--- src/rtl/vga_timing_pkg.sv ---
// VGA 640x480@60 timing constants shared by the scan generator and its axis counters.
package vga_timing_pkg;

  // Default raster timing (pixels / lines) and pixel-clock divider
  localparam int unsigned VGA_CLK_DIV  = 2;
  localparam int unsigned VGA_H_ACTIVE = 640;
  localparam int unsigned VGA_H_FP     = 16;
  localparam int unsigned VGA_H_SYNC   = 96;
  localparam int unsigned VGA_H_BP     = 48;
  localparam int unsigned VGA_V_ACTIVE = 480;
  localparam int unsigned VGA_V_FP     = 10;
  localparam int unsigned VGA_V_SYNC   = 2;
  localparam int unsigned VGA_V_BP     = 33;

  // Derived totals and sync windows [START, END)
  localparam int unsigned VGA_H_TOTAL      = VGA_H_ACTIVE + VGA_H_FP + VGA_H_SYNC + VGA_H_BP;
  localparam int unsigned VGA_V_TOTAL      = VGA_V_ACTIVE + VGA_V_FP + VGA_V_SYNC + VGA_V_BP;
  localparam int unsigned VGA_H_SYNC_START = VGA_H_ACTIVE + VGA_H_FP;
  localparam int unsigned VGA_H_SYNC_END   = VGA_H_SYNC_START + VGA_H_SYNC;
  localparam int unsigned VGA_V_SYNC_START = VGA_V_ACTIVE + VGA_V_FP;
  localparam int unsigned VGA_V_SYNC_END   = VGA_V_SYNC_START + VGA_V_SYNC;

  // Coordinate and counter widths
  localparam int unsigned X_W   = 10;
  localparam int unsigned Y_W   = 9;
  localparam int unsigned CNT_W = 10;

endpackage

--- src/rtl/vga_axis_ctr.sv ---
// One raster axis: wrap counter with enable, plus active-area and sync-window decode.
module vga_axis_ctr
  import vga_timing_pkg::*;
#(
  parameter int unsigned W          = CNT_W,
  parameter int unsigned TOTAL      = VGA_H_TOTAL,
  parameter int unsigned ACTIVE     = VGA_H_ACTIVE,
  parameter int unsigned SYNC_START = VGA_H_SYNC_START,
  parameter int unsigned SYNC_END   = VGA_H_SYNC_END
) (
  input  logic         clk,
  input  logic         rst,
  input  logic         en,
  output logic [W-1:0] count,
  output logic         wrap,
  output logic         active,
  output logic         sync_n
);

  localparam logic [W-1:0] LAST   = W'(TOTAL - 1);
  localparam logic [W-1:0] ACT_LIM = W'(ACTIVE);
  localparam logic [W-1:0] SS     = W'(SYNC_START);
  localparam logic [W-1:0] SE     = W'(SYNC_END);

  // Count 0..TOTAL-1 on each enable, wrapping at the end
  always_ff @(posedge clk or negedge rst) begin
    if (!rst)
      count <= '0;
    else if (en)
      count <= (count == LAST) ? '0 : count + W'(1);
  end

  // Wrap strobe and position decodes
  always_comb begin
    wrap   = en && (count == LAST);
    active = (count < ACT_LIM);
    sync_n = !((count >= SS) && (count < SE));
  end

endmodule

--- src/rtl/vga_scan_gen.sv ---
// VGA raster scan source: pixel divider, h/v counters, coordinate hand-off and registered DAC stage.
module vga_scan_gen
  import vga_timing_pkg::*;
#(
  parameter int unsigned CLK_DIV  = VGA_CLK_DIV,
  parameter int unsigned H_ACTIVE = VGA_H_ACTIVE,
  parameter int unsigned H_FP     = VGA_H_FP,
  parameter int unsigned H_SYNC   = VGA_H_SYNC,
  parameter int unsigned H_BP     = VGA_H_BP,
  parameter int unsigned V_ACTIVE = VGA_V_ACTIVE,
  parameter int unsigned V_FP     = VGA_V_FP,
  parameter int unsigned V_SYNC   = VGA_V_SYNC,
  parameter int unsigned V_BP     = VGA_V_BP
) (
  input  logic           clk,
  input  logic           rst,
  input  logic [3:0]     rgb_r,
  input  logic [3:0]     rgb_g,
  input  logic [3:0]     rgb_b,
  output logic [X_W-1:0] x,
  output logic [Y_W-1:0] y,
  output logic           video_on,
  output logic [3:0]     vga_r,
  output logic [3:0]     vga_g,
  output logic [3:0]     vga_b,
  output logic           vga_hs,
  output logic           vga_vs,
  output logic           pix_tick,
  output logic           frame_tick
);

  localparam int unsigned H_TOTAL      = H_ACTIVE + H_FP + H_SYNC + H_BP;
  localparam int unsigned V_TOTAL      = V_ACTIVE + V_FP + V_SYNC + V_BP;
  localparam int unsigned H_SYNC_START = H_ACTIVE + H_FP;
  localparam int unsigned H_SYNC_END   = H_SYNC_START + H_SYNC;
  localparam int unsigned V_SYNC_START = V_ACTIVE + V_FP;
  localparam int unsigned V_SYNC_END   = V_SYNC_START + V_SYNC;

  localparam int unsigned         DIV_W    = (CLK_DIV > 1) ? $clog2(CLK_DIV) : 1;
  localparam logic [DIV_W-1:0]    DIV_LAST = DIV_W'(CLK_DIV - 1);

  logic [DIV_W-1:0] div;
  logic [CNT_W-1:0] h_cnt, v_cnt;
  logic             h_wrap, v_wrap, h_active, v_active, hs_raw, vs_raw;
  logic             active;

  // Pixel-rate divider, wraps at CLK_DIV-1
  always_ff @(posedge clk or negedge rst) begin
    if (!rst)
      div <= '0;
    else if (div == DIV_LAST)
      div <= '0;
    else
      div <= div + DIV_W'(1);
  end

  // Gated by rst so the strobe reads 0 during reset even when CLK_DIV = 1
  always_comb begin
    pix_tick = rst && (div == DIV_LAST);
  end

  vga_axis_ctr #(
    .W          (CNT_W),
    .TOTAL      (H_TOTAL),
    .ACTIVE     (H_ACTIVE),
    .SYNC_START (H_SYNC_START),
    .SYNC_END   (H_SYNC_END)
  ) u_h_ctr (
    .clk    (clk),
    .rst    (rst),
    .en     (pix_tick),
    .count  (h_cnt),
    .wrap   (h_wrap),
    .active (h_active),
    .sync_n (hs_raw)
  );

  vga_axis_ctr #(
    .W          (CNT_W),
    .TOTAL      (V_TOTAL),
    .ACTIVE     (V_ACTIVE),
    .SYNC_START (V_SYNC_START),
    .SYNC_END   (V_SYNC_END)
  ) u_v_ctr (
    .clk    (clk),
    .rst    (rst),
    .en     (h_wrap),
    .count  (v_cnt),
    .wrap   (v_wrap),
    .active (v_active),
    .sync_n (vs_raw)
  );

  // Coordinates straight from the counters; v_wrap already implies pix_tick and h_wrap
  always_comb begin
    active     = h_active && v_active;
    x          = active ? X_W'(h_cnt) : '0;
    y          = active ? v_cnt[Y_W-1:0] : '0;
    frame_tick = v_wrap;
  end

  // Registered DAC stage, one pixel period behind x/y
  always_ff @(posedge clk or negedge rst) begin
    if (!rst) begin
      vga_r    <= '0;
      vga_g    <= '0;
      vga_b    <= '0;
      vga_hs   <= 1'b1;
      vga_vs   <= 1'b1;
      video_on <= 1'b0;
    end else if (pix_tick) begin
      vga_r    <= active ? rgb_r : '0;
      vga_g    <= active ? rgb_g : '0;
      vga_b    <= active ? rgb_b : '0;
      vga_hs   <= hs_raw;
      vga_vs   <= vs_raw;
      video_on <= active;
    end
  end

endmodule
--- config.mk ---
export PLATFORM = sky130hd
export DESIGN_NAME = vga_scan_gen
export DESIGN_NICKNAME = d
export VERILOG_FILES = /design/src/rtl/vga_timing_pkg.sv /design/src/rtl/vga_axis_ctr.sv /design/src/rtl/vga_scan_gen.sv
export SDC_FILE = /design/constraint.sdc
export NUM_CORES = 1
export LEC_CHECK = 0
export ABC_AREA = 1
export ABC_CLOCK_PERIOD_IN_PS = 2400
export CAP_MARGIN = 10
export CORE_ASPECT_RATIO = 0.5
export CORE_UTILIZATION = 53
export DETAILED_ROUTE_END_ITERATION = 10
export PLACE_DENSITY = 0.85
export SKIP_CTS_REPAIR_TIMING = 1
export SLEW_MARGIN = 20
export SYNTH_ARGS = -nofsm -noshare
export SYNTH_HDL_FRONTEND = slang
export SYNTH_SLANG_ARGS = --single-unit
--- constraint.sdc ---
create_clock -name clk -period 2.4 [get_ports clk]
set_input_delay 0.36 -clock clk [delete_from_list [all_inputs] [get_ports clk]]
set_output_delay 0.36 -clock clk [all_outputs]
set_load 0.1 [all_outputs]
==> After elaboration in Yosys (flattened, before gate mapping) <==
Cells that the tools add are included.
{ "op_classes": {"add_sub_neg": 3, "multipliers": 0, "div": 0, "order_cmp": 6, "n_eq_ne": 2, "shifts": 0, "mux": 8, "bitwise_logic": 0, "reduce_logical": 8} }
{ "op_table": {"columns": ["op", "count"], "rows": [
  ["10-bit 2-to-1 mux", 3],
  ["10-bit by 1-bit adder with 10-bit output (second input constant)", 2],
  ["10-bit equality test (second input constant)", 2],
  ["10-bit < comparator (second input constant)", 2],
  ["10-bit by 9-bit < comparator with 1-bit output (second input constant)", 2],
  ["4-bit 2-to-1 mux", 3],
  ["10-bit >= comparator (second input constant)", 1],
  ["10-bit by 9-bit >= comparator with 1-bit output (second input constant)", 1],
  ["9-bit 2-to-1 mux", 1],
  ["1-bit logical AND", 6],
  ["1-bit zero test", 2],
  ["1-bit adder (second input constant)", 1],
  ["1-bit 2-to-1 mux", 1]
]} }
{ "word_totals": {"ff_bits": 36, "latch_bits": 0, "ramBits": 0, "mem_bits_ro": 0, "in_bits": 14, "out_inout_bits": 36, "wordCells": 36, "mem_count": 0} }

==> Logic depth before layout (Yosys ltp) <==
Gate-level depths: netlist of run 1.
{ "logic_depth": {"word_depth": 3, "depth_mapped": 8, "mapped_depth_nobuf": 8} }

==> By module <==
A second synthesis of run 1 with hierarchy kept.
{ "hier_totals": {"hier_cells": 274, "area_unflattened_um2": 2038.2} }
{ "modules_own_cells": {"columns": ["mod", "instances", "cells_each", "area_each_um2", "seq_area_each_um2"], "rows": [
  ["vga_scan_gen", 1, 109, 810.8, 402.9],
  ["vga_axis_ctr at u_h_ctr", 1, 82, 625.6, 250.2],
  ["vga_axis_ctr at u_v_ctr", 1, 83, 601.8, 250.2]
]} }

==> Worst setup path before layout of run 1 <==
Ideal clock, no wire load.
{ "synth_timing": {"path_kind": "reg2out", "start": "register u_h_ctr.count[9]", "end": "output port x[6]", "arrival_ps": 2286, "required_time_ps": 2040, "slack_ps": -246, "stages_incl_launch_ff": 7, "n_path_buf": 1, "path_cell_list": "dfrtp_1 -> nand2_1 -> nand3_1 -> nor2_2 -> inv_2 -> buf_6 -> nor2_1"} }
{ "synth_between": {"elab_chain_cells": 3} }
{ "synth_rtl": {"columns": ["item", "line_no", "rtl"], "rows": [
  ["start: declaration", "vga_axis_ctr.sv:14", "output logic [W-1:0] count,"],
  ["start signal: assignment", "vga_axis_ctr.sv:30", "count <= (count == LAST) ? '0 : count + W'(1);"],
  ["10-bit < comparator", "vga_axis_ctr.sv:36", "active = (count < ACT_LIM);"],
  ["1-bit logical AND", "vga_scan_gen.sv:96", "active = h_active && v_active;"],
  ["10-bit 2-to-1 mux", "vga_scan_gen.sv:97", "x = active ? X_W'(h_cnt) : '0;"],
  ["end: declaration", "vga_scan_gen.sv:20", "output logic [X_W-1:0] x,"]
]} }
No other way between the ends.

==> Worst setup path after layout of run 1 <==
{ "layout_timing": {"start": "register u_v_ctr.count[0]", "end": "output port frame_tick"} }
{ "layout_between": {"elab_chain_cells": 2} }
{ "layout_rtl": {"columns": ["item", "line_no", "rtl"], "rows": [
  ["start: declaration", "vga_axis_ctr.sv:14", null],
  ["start signal: assignment", "vga_axis_ctr.sv:30", null],
  ["10-bit equality test", "vga_axis_ctr.sv:35", "wrap = en && (count == LAST);"],
  ["1-bit logical AND", "vga_axis_ctr.sv:35", null],
  ["end: declaration", "vga_scan_gen.sv:29", "output logic frame_tick"]
]} }
No other way between the ends.

==> results of run 1 <==
==> kinds of logic after synthesis <==
family | Yosys count | share of synthesized area [%]
XOR/XNOR | 3 | 1.29
flip-flops | 36 | 44.2
AND/OR/NAND/NOR | 167 | 38.5
AO/OA/AOI/OAI | 16 | 4.17
adder cells (fa/ha/maj) | 5 | 3.06
buffers and inverters | 43 | 8.76
==> how the worst max path moves through the flow <==
stage	from	to	slack, ps	depth (start not counted)
floorplan	u_h_ctr.count[9]	x[6]	-250	6
global placement	u_v_ctr.count[1]	frame_tick	590	7
detailed placement	u_v_ctr.count[0]	frame_tick	540	7
CTS	u_v_ctr.count[0]	frame_tick	160	7
global route	u_v_ctr.count[0]	frame_tick	30	7
finish	u_v_ctr.count[0]	frame_tick	140	7
==> routing by layer <==
| metal | vias up | GRT usage [%] |
|---|---|---|
| met2 | 101 | 46.2 |
| li1 | 954 | - |
| met3 | 18 | 9.00 |
| met5 | - | 0 |
| met4 | 0 | 10.2 |
| met1 | 951 | 35.2 |
==> registers in the layout, indices dropped and copies added, names as in the netlist <==
register / flops
u_h_ctr.count: 10
u_v_ctr.count: 10
vga_b: 4
vga_g: 4
vga_r: 4
div: 1
vga_hs: 1
vga_vs: 1
video_on: 1
==> cell type report <==
class / instances / share of cell area (%)
clock buffers: 5 / 2.40
flip-flops and latches: 36 / 31.5
repair buffers: 52 / 23.7
multi-input cells: 191 / 33.6
inverters: 38 / 5.10
well taps: 51 / 2.23
clock inverters: 3 / 1.48
==> cell usage after synthesis (all sizes together) <==
library cell  count  area [sq um]
a21oi             4          20.0
a31oi             1          6.26
buf               4          28.8
clkbuf            1          3.75
clkinv            1          5.00
dfrtp            34           851
dfstp             2          52.6
ha                5          62.6
inv              37           141
nand2            66           265
nand3            30           163
nand3b            1          7.51
nand4             6          52.6
nor2             53           235
nor3              9          50.1
nor4              1          6.26
o21ai            11          58.8
or2               1          6.26
xor2              3          26.3
==> through the flow <==
step | instance area [sq um] | hold WS (ps)
3_3_place_gp | 2760 | 464
6_report | 2870 | 144
3_5_place_dp | 2760 | 467
2_1_floorplan | 2040 | 64.4
5_1_grt | 2870 | 172
4_1_cts | 2870 | 157
==> power groups by stage <==
stage                     sequential (uW)  clock [uW]  combinational, uW
after detailed placement              770           0               1310
after floorplan                       924           0                729
final                                 763         545               1310
after global routing                  772         578               1360
after CTS                             762         547               1320
after global placement                764           0               1290
==> worst register-to-register path, delay by kind of cell, from the launching register on <==
family / cells / cell delay, ps
and+or+nand+nor: 3 / 580
DFF: 1 / 420
buffers and inverters: 3 / 530
==> metrics list, run 1 <==
* Run status: completed
- Routability-driven placement congestion ratio: between 0.9 and 1
- Total global-route track usage: 27.8%
* Yosys warnings: 0
- In the layout the commonest cells are 63 x sky130_fd_sc_hd__nand2_1, 47 x sky130_fd_sc_hd__nor2_1, 34 x sky130_fd_sc_hd__inv_1, 34 x sky130_fd_sc_hd__dfrtp_1, 29 x sky130_fd_sc_hd__nand3_1.
- Critical path's top delay family: simple AND/OR/NAND/NOR gates
- The H-tree generated during clock tree synthesis spans 2 levels.
- Unrepaired setup endpoints after global routing: false
* Minimum setup slack after placement: 542 ps
- Power density over the cells: between 900 and 1000 mW/mm^2
* Antenna violations before repair: 0
- Summing over every cut layer, the via total after detailed routing is 2024.
* Instance count of the mapped netlist: between 200 and 300
- Cell Area, Synth: approximately 0.002 sq mm
- The synthesized design contains 36 register bits.
- Clock Skew: 4.63 ps
- In the final layout, the multi-input gates occupy ~960 sq um.
* Initial standard-cell utilization of the core: a little under three fifths
- Sequence of cells on the critical path: inv_1 -> ha_1 -> nand2_1 -> nor2_1 -> nand3_1 -> nor2_2 -> buf_12
* Top metal layer carrying routed signals: met4
- Sequential cells were found to cover between 40 and 50% of the synthesized design area.
- The die is ~46 um tall.
- Count of antenna-violating nets left after detailed routing: 0
- Vias in the first global route: 1831
- Sequential cell area in the final layout: around 900 sq um
* Number of fill cells: roughly 230
- Entering global routing, the biggest net connects 37 pins.
- The setup check on the worst reg-to-reg path leaves a slack of between 800 and 900 ps.
- Synth-to-Final Area Change: 40.4%
- Overall power consumption after layout is estimated at around 2600 uW.
- CTS saw 36 sinks.
* CTS tree: done
- Sequential Power Share: 29.1%
- Detailed placement ended at an HPWL of roughly 3800 um.
* Net count, final: roughly 340
- For this run the aggregate overflow at the end of global routing stands at 0.
* Routed length on met1: ~2300 um
- The worst setup path is captured at an output port.
- Cell variety after synth: 32
- The number of hold violations in the final report came to 0.
- X dimension of the die: 89.8 um
- Max Freq: 442 MHz
* Relative contribution of the clock network to total power: 20.8%
* RR Startpoint: div
- Peak per-stage delay on the critical path: roughly 400 ps
- CTS max path bufs: 2
- After clock tree synthesis, the clock-pin slew on the worst setup and hold paths is approximately 80 ps.
- The worst path meets setup with roughly 140 ps of slack.
- Count of pins over their slew limit: 0
* Leakage: 0.00147 uW
- The number of clock buffers added by TritonCTS is 5.
- Cells fill about 80% of the core in the end.
- Internal Pwr Total: ~1400 uW
* Met2 layer wire length in the routed design: roughly 2600 um
- STA classifies the critical path startpoint as a flop.
* Worst slew margin: approximately 70%
* Combinational group share of total power: about half
- Clock Latency Late Sink: roughly 300 ps
- Of all nets on the critical path, the largest fanout is 7.
- The path class of the tightest hold or removal check is input port to asynchronous set/reset pin.
- Final critical-path required period: about 2300 ps
* Wire length of the first global-routing pass: slightly below 9000 um
- Cells with a size suffix above 1 make up 20.9% of the layout.
- In the detailed route, the total length drawn on met3 is approximately 360 um.
- Slew @ Worst Pin: ~470 ps
- Setup violations remaining at the end of the flow were counted as 0.
- In this run the critical register-to-register path is captured at vga_vs.
- In this run the standard cell core region covers approximately 0.0036 sq mm.
- For the worst setup path, the data arrival time is 1900 ps.
- After detailed routing, the number of vias per cell comes to ~5.4.
- Total wirelength of the detailed-routed design: approximately 5400 um
* Peak supply drop: between 1000 and 1500 uV
- Buffers added on ports: 49
- Switching portion of total power: roughly 48%
- Cell with the largest stage delay on the worst path: sky130_fd_sc_hd__dfrtp_1
* Required time of the critical path: about 2000 ps
- After layout, the worst path uses a little over nine tenths of the clock period.
* Synthesized Nets: just under 300
- Total die area: between 0.004 and 0.005 sq mm
- The number of antenna diodes in the final layout is 0.
* Post-DR wirelength/cell: 14.3 um
- Mean instance size in the synthesized netlist: between 7 and 8 sq um
- The critical path is of the flop to output port type.
- During I/O placement, the number of pins put on the boundary was 50.
- Drt first pass iters: 5
- The cell sitting at the root of the clock tree is a sky130_fd_sc_hd__clkbuf_8.
- First DRT Iteration DRCs: ~140
- The tool flagged a number of max-cap violations equal to 0.
- Placement row count: 15
- The number of cells on the worst reg-to-reg path is 6.
- Non-Filler Instances: roughly 380
- In the routed design, unresolved DRC markers number 0.
- Most common library cell in the layout ignoring fill and taps: sky130_fd_sc_hd__nand2_1
- Summed over all failing endpoints, the final setup total negative slack is 0 ps.
- In this run the power spent charging and discharging nets is 1250 uW.
- Counting tap cells, the placed design contains a total of roughly 370 instances.
- Buffer and inverter count on the worst path: 2
(Power assumes the default switching activity.)
==> inputs of run 2 (changes only) <==
- ABC_AREA: 1 -> not set
- CORE_UTILIZATION: 53 -> 59
- DONT_BUFFER_PORTS: not set -> 1
- GPL_ROUTABILITY_DRIVEN: not set -> 0
- PLACE_DENSITY: 0.85 -> 0.75
==> run 2 against run 1 <==
Against the previous run: synthesized cell count fell by 23%; highest routed layer unchanged; final cell count fell by 27%; first-iteration DRC count fell by 29%; largest power group is now registers.
==> metrics list, run 2 <==
* Cell variety after synth: 41 (+28%)
* Critical path's top delay family: simple AND/OR/NAND/NOR gates
- Crit share post-route: 96.2% (+2.0 points)
* Clock Sink Count: 36 (unchanged)
* Placement row count: 14 (-1)
- The total wire length after detailed routing came to 4680 um (-13%).
- The tightest slew margin relative to the limit came to 38.8% (-30 points).
- The total buffers and inverters traversed by the critical path was 2 (unchanged).
- Number of levels in the clock H-tree: 2 (unchanged)
- The die extent in x came to 82.2 um (-8.4%).
* Dominant combinational cell family by area after synthesis: simple AND/OR/NAND/NOR gates
* Sequential share of the synthesized area: 47.6% (+3.4 points)
- The worst setup path is launched from a flop.
- The area of all placed cells without fillers is 0.00250 sq mm (-13%).
* Worst setup EP type: output port
- The number of DRC markers in iteration 0 is 101 (-29%).
- The most used flip-flop cell after synthesis is sky130_fd_sc_hd__dfrtp_1.
- Leaving out fill and tap cells, the most frequent cell in the layout is sky130_fd_sc_hd__nand2_1.
- Net count, final: 251 (-27%)
- Synthesized Nets: 227 (-21%)
* Wire length of the first global-routing pass: 7070 um (-18%)
* RR Startpoint: u_h_ctr.count[0]
* Number of fill cells: 180 (-21%)
* Fraction of post-synthesis cell area in the top cell type by area: 44.8% (+3.2 points)
- The library cells used most frequently in the layout, excluding fill and tap cells, are 40 x sky130_fd_sc_hd__nand2_1, 34 x sky130_fd_sc_hd__dfrtp_1, 22 x sky130_fd_sc_hd__nand3_1, 22 x sky130_fd_sc_hd__buf_12, 18 x sky130_fd_sc_hd__and2_1.
* Multiplexer share of the synthesized area: 1.12% (+1.1 points)
- The number of antenna repair diodes came to 0 (unchanged).
* Clock edge transition at the registers on the reported setup and hold paths: 80 ps (about the same)
- Total number of vias: 1640 (-19%)
- The root buffer cell chosen for the clock tree is sky130_fd_sc_hd__clkbuf_8.
* Number of violations of the max-capacitance limit: 0 (unchanged)
* Share of post-route cells with drive strength above 1: 21.0% (+0.11 points)
* Slew @ Worst Pin: 918 ps (+449 ps)
- The instance count of the mapped netlist came to 208 (-23%).
- The post-synthesis average cell area came to 9.13 sq um (+21%).
* Async set-reset flop share out of synthesis: 100% (unchanged)
- The worst vdd rail ir drop is 684 uV (-47%).
- The run finished with clean final reports.
- The detailed-router iteration count before antenna repair is 4 (-1).
- The number of hold violations in the final report was 0 (unchanged).
* Worst Setup Path Type: flop to output port
- The number of flops mapped to enable cells by yosys is 0 (unchanged).
- The initial core utilization came to 62.6% (+5.4 points).
- Cell with the largest stage delay on the worst path: sky130_fd_sc_hd__dfrtp_1
- The biggest cell delay along the critical path came to 480 ps (+80 ps).
- The die boundary height was 42.1 um (-8.2%).
- The maximum clock skew at final layout came to 5.22 ps (+0.591 ps).
- The initial antenna violation count was 0 (unchanged).
* Cell Area, Synth: 0.00190 sq mm (-7.0%)
* Fraction of synthesized cell area in xor and xnor cells: 4.15% (+2.9 points)
- The worst hold path begins at rgb_g[0].
* Max Freq: 433 MHz (-2.1%)
- The final setup slack of the worst path came to 90.9 ps (-48.5 ps).
* Yosys warnings: 0 (unchanged)
- The setup slack after placement came to 322 ps (-220 ps).
- Synth-to-Final Area Change: 31.9%
* Share of synthesized cell area in and, or, nand and nor gates: 33.4% (-5.1 points)
* Number of top-level pins: 50 (unchanged)
* Total global-route track usage: 28.2% (+0.40 points)
- The most critical setup path has its startpoint at u_v_ctr.count[6].
- CTS tree: done
* Area of placed instances: 0.00234 sq mm (-15%)
* Unrepaired setup endpoints after global routing: false
- Total CTS buffers: 5 (unchanged)
- The clock latency reported for the late side of the worst-skew pair is 300 ps (about the same).
- Remaining global-route overflow: 0 (unchanged)
- The mean number of vias per cell came to 6.01 (+12%).
- The maximum fanout count along the critical path came to 13 (+6).
- Count of pins over their slew limit: 0 (unchanged)
- The core footprint was 0.00303 sq mm (-15%).
- Traced cell by cell, the critical path runs through nand4_1 -> and3b_1 -> buf_4 -> and2_1 -> buf_12.
- Count of antenna-violating nets left after detailed routing: 0 (unchanged)
* Commonest cells post-synth: 40 x sky130_fd_sc_hd__nand2_1, 34 x sky130_fd_sc_hd__dfrtp_1, 22 x sky130_fd_sc_hd__nand3_1, 18 x sky130_fd_sc_hd__and2_1, 9 x sky130_fd_sc_hd__o21ai_0
- The min-delay analysis places its worst path in the category input port to flop.
* Required time of the critical path: 2040 ps (about the same)
- Final critical-path required period: 2310 ps (+48.5 ps)
- Largest net degree at the start of global routing: 40 (+8.1%)
* Post-DR wirelength/cell: 17.2 um (+20%)
- Cell count after placement: 261 (-29%)
- Remaining routing DRC violations: 0 (unchanged)
* Adder-cell area share of the yosys netlist: 3.30% (+0.23 points)
- The deepest clock path buffer count came to 2 (unchanged).
- The most common cell in the synthesized netlist is sky130_fd_sc_hd__nand2_1.
- Detailed-placement wirelength estimate: 3000 um (-20%)
- sky130_fd_sc_hd__dfrtp_1 takes more of the synthesized area than any other cell.
- The fraction of the mapped netlist area in compound gates came to 6.06% (+1.9 points).
- Ranked by total cell area, the synthesized netlist is headed by sky130_fd_sc_hd__dfrtp_1 45%, sky130_fd_sc_hd__nand2_1 7.9%, sky130_fd_sc_hd__and2_1 5.9%, sky130_fd_sc_hd__nand3_1 5.8%, sky130_fd_sc_hd__ha_1 3.3%.
* Final Setup Violations: 0 (unchanged)
* CP arrival: 1950 ps (+50 ps)
- Leading registers by flop count: u_h_ctr.count (10), u_v_ctr.count (10)
- Buffers added on ports: 0 (-100%)
- The final standard cell count with taps included and fillers excluded is 273 (-27%).
* Power density over the cells: 816 mW/mm^2 (-11%)
* Total die area: 0.00346 sq mm (-16%)
- The number of global-route vias before repair was 1495 (-18%).
* Leakage: 0.00117 uW (-20%)
- The synthesized flop and latch total came to 36 (unchanged).
==> run 2: cell count changes in the layout (fill, tap and decap cells not counted), sizes merged, moves of 4 or more <==
cell           change
nand2             -26
buf               -13
inv               -29
and3               +5
nor2              -46
clkdlybuf4s50     -12
nand3              -7
xnor2              +4
and2              +19
==> run 2: cells by family after synthesis <==
| logic type | after synthesis |
|---|---|
| and+or+nand+nor | 119 |
| DFF | 36 |
| buffers and inverters | 19 |
| AOI/OAI and AO/OA | 18 |
| xor gates and xnor gates | 9 |
| adders and majority gates | 5 |
| muxes | 2 |
==> run 2: report_power, final <==
| part | total [uW] | switching, uW | internal [uW] |
|---|---|---|---|
| Sequential | 890 | 229 | 661 |
| Clock | 542 | 234 | 307 |
| Combinational | 612 | 396 | 216 |
==> run 2: per-layer routing <==
layer / GRT usage [%] / part of all wire (%) / up-vias / routed length, um
met1: 35.2 / 42 / 799 / 1960
met4: 13.0 / 1.5 / 0 / 71
met3: 6.96 / 7.0 / 10 / 329
met2: 46.3 / 50 / 74 / 2320
met5: 0 / 0 / - / 0
li1: - / - / 757 / -
==> run 2: area by class of cell <==
| type | instances | area [sq um] | area share [%] |
|---|---|---|---|
| multi-input cells | 153 | 921 | 36.8 |
| clock inverters | 3 | 42.5 | 1.70 |
| flip-flops and latches | 36 | 903 | 36.1 |
| well taps | 40 | 50.0 | 2.00 |
| clock buffers | 5 | 68.8 | 2.75 |
| inverters | 8 | 30.0 | 1.20 |
| repair buffers | 28 | 488 | 19.5 |
==> run 2: final timing paths <==
check | endpoint | slack [ps] | cells after the start
max in group asynchronous | vga_vs | 1630 | 2
min in group asynchronous | vga_r[0] | 520 | 2
worst min register to register | div | 480 | 1
worst max-delay path | y[6] | 90 | 5
worst min-delay path | vga_g[0] | 180 | 2
worst max register to register | u_v_ctr.count[5] | 440 | 5
==> run 2: per-stage QoR <==
step	utilization [%]	hold WS, ps	power (uW)	setup TNS, ps
floorplan	-	64.4	1290	0
global placement	77.3	65.1	1480	0
detailed placement	77.3	65.1	1490	0
CTS	80.9	-259	2030	-10.9
global route	82.6	193	2110	0
finish	82.6	182	2040	0
==> inputs of run 3 (changes only) <==
- CORE_MARGIN: not set -> 4
- PLACE_DENSITY: 0.75 -> 0.74
==> run 3 against run 2 <==
Against the previous run: global-route usage is 6.8 points lower; combinational power barely moved; core utilization decreased by 0.89 points; fmax grew 1.7%; critical endpoint is now frame_tick; largest power group unchanged; highest routed layer unchanged.
==> metrics list, run 3 (same netlist as run 2, synthesis figures left out) <==
- The residual DRC count came to 0 (unchanged).
* Number of violations of the max-capacitance limit: 0 (unchanged)
- The total clock sinks was 36 (unchanged).
* Detailed-placement wirelength estimate: 3110 um (+3.4%)
- Slew @ Worst Pin: 903 ps (-15.1 ps)
* End point of the most critical hold path: vga_r[0]
* Total die area: 0.00424 sq mm (+23%)
- The worst reg-to-reg setup slack was 420 ps (-20 ps).
- The number of antenna repair diodes was 0 (unchanged).
- STA classifies the critical path endpoint as an output port.
* Count of pins over their slew limit: 0 (unchanged)
- Total CTS buffers: 5 (unchanged)
- The die extent in x was 88.2 um (+7.3%).
* Number of top-level pins: 50 (unchanged)
- The core footprint came to 0.00305 sq mm (+0.58%).
- Worst slew margin: 39.8% (+1.0 points)
- The shortest clock period the worst path allows after layout came to 2270 ps (-38.2 ps).
* Net count, final: 251 (unchanged)
- Total global-route track usage: 21.4% (-6.8 points)
- Number of levels in the clock H-tree: 2 (unchanged)
- Clock edge transition at the registers on the reported setup and hold paths: 70 ps (about the same)
- In this run the worst hold path is classified as input port to flop.
- Non-Filler Instances: 273 (unchanged)
- The most critical setup path has its startpoint at u_v_ctr.count[0].
- The worst setup path is launched from a flop.
- TritonCTS built the clock tree.
* Run status: completed
- The die boundary height came to 48.1 um (+14%).
- Count of antenna-violating nets left after detailed routing: 0 (unchanged)
* Via-per-instance ratio: 5.82 (-3.1%)
- The clock latency reported for the late side of the worst-skew pair was 290 ps (about the same).
- Commonest cells after routing, fill and taps aside: 40 x sky130_fd_sc_hd__nand2_1, 34 x sky130_fd_sc_hd__dfrtp_1, 22 x sky130_fd_sc_hd__nand3_1
* Number of hold-slack violations in the final timing report: 0 (unchanged)
- The area of combinational cells with multiple inputs came to 921 sq um (unchanged).
- Clock tree root driver cell: sky130_fd_sc_hd__clkbuf_8
* First DRT Iteration DRCs: 71 (-30%)
* Initial standard-cell utilization of the core: 62.3% (-0.36 points)
- Compared with the post-synthesis result, the final layout area differs by 31.2%.
* Largest fanout on the critical path: 5 (-8)
- Sequential cell area in the final layout: 903 sq um (unchanged)
- In this run the critical register-to-register path is captured at u_v_ctr.count[5].
* Total number of vias: 1589 (-3.1%)
* Post-DR wirelength/cell: 16.1 um (-6.0%)
- Vias in the first global route: 1490 (-0.33%)
- The standby leakage power is 0.00117 uW (-0.39%).
- Max Freq: 440 MHz (+1.7%)
- The power density relative to cell area was 814 mW/mm^2 (-0.24%).
* Drt first pass iters: 4 (unchanged)
* Leading registers by flop count: u_h_ctr.count (10), u_v_ctr.count (10)
- Wire length of the first global-routing pass: 6780 um (-4.0%)
* Area of placed instances: 0.00233 sq mm (-0.53%)
- The library cell used most frequently in the layout, excluding fill and tap cells, is sky130_fd_sc_hd__nand2_1.
- Buffers added on ports: 0 (unchanged)
- Number of fill cells: 189 (+5.0%)
- Total wirelength of the detailed-routed design: 4400 um (-6.0%)
- The floorplan row count is 14 (unchanged).
- The deepest clock path buffer count was 2 (unchanged).
- Remaining global-route overflow: 0 (unchanged)
* CP arrival: 1910 ps (-40 ps)
- Worst Reg2Reg Path Length in Cells: 7 (+2)
* Final total power: 2030 uW (-0.74%)
* RR Startpoint: u_v_ctr.count[0]
- The layout cell share with drive strength beyond 1 is 21.0% (unchanged).
* Start point of the worst min-delay path: rgb_r[0]
- Number of stages on the worst hold path: 2 (unchanged)
* Final Setup Violations: 0 (unchanged)
- The largest net degree at the start of global routing is 40 (unchanged).
- By startpoint and endpoint, the worst setup path is classified as flop to output port.
- Crit share post-route: 94.6% (-1.6 points)
* Peak supply drop: 732 uV (+7.0%)
- The initial antenna violation count came to 0 (unchanged).
* Cell count after placement: 261 (unchanged)
- Design area: 0.00249 sq mm (-0.50%)
* Clock Skew: 3.47 ps (-1.75 ps)
- The required time of the critical path came to 2040 ps (about the same).
-- run 3: cell counts in the layout (fill, tap and decap cells not counted) --
Identical to the previous run, type by type.
-- run 3: per-layer routing --
layer | up-vias | global-route usage [%] | share of wire [%]
met5 | - | 0 | 0
met4 | 0 | 8.43 | 1.2
met3 | 8 | 6.24 | 8.8
met2 | 53 | 38.9 | 49
met1 | 765 | 25.0 | 41
li1 | 763 | - | -
-- run 3: worst max-delay path by stage --
stage | end | slack (ps) | cells after the start
CTS | frame_tick | 80 | 6
floorplan | frame_tick | 90 | 5
finish | frame_tick | 130 | 6
global route | frame_tick | -70 | 6
detailed placement | frame_tick | 420 | 6
global placement | frame_tick | 460 | 6
-- run 3: power by group --
part	leakage [uW]	total, uW	internal, uW	switching (uW)
combinational	0.000672	609	213	396
clock	0.0000541	529	307	222
sequential	0.000443	890	661	229
-- run 3: stage by stage --
step / utilization, % / TNS [ps] / hold WS, ps / worst slack (ps)
final: 81.7 / 0 / 192 / 129
after global routing: 81.7 / -68.1 / 191 / -68.1
after CTS: 80.0 / 0 / -249 / 76.5
after detailed placement: 76.4 / 0 / 65.2 / 419
after global placement: 76.4 / 0 / 65.2 / 458
after floorplan: - / 0 / 64.4 / 91.4
-- run 3: cell type report --
cell class / count / share of cell area (%)
repair buffers: 28 / 19.1
clock buffers: 5 / 2.76
inverters: 8 / 1.21
clock inverters: 3 / 1.71
well taps: 40 / 2.01
multi-input cells: 153 / 37.0
flip-flops and latches: 36 / 36.3
-- run 3: critical path, stage by stage, from the launching register on --
cell and delay, ps:
sky130_fd_sc_hd__dfrtp_1 420, sky130_fd_sc_hd__inv_1 130, sky130_fd_sc_hd__ha_1 150, sky130_fd_sc_hd__nor4bb_2 210
sky130_fd_sc_hd__nand4_1 290, sky130_fd_sc_hd__nor2_2 220, sky130_fd_sc_hd__buf_12 190
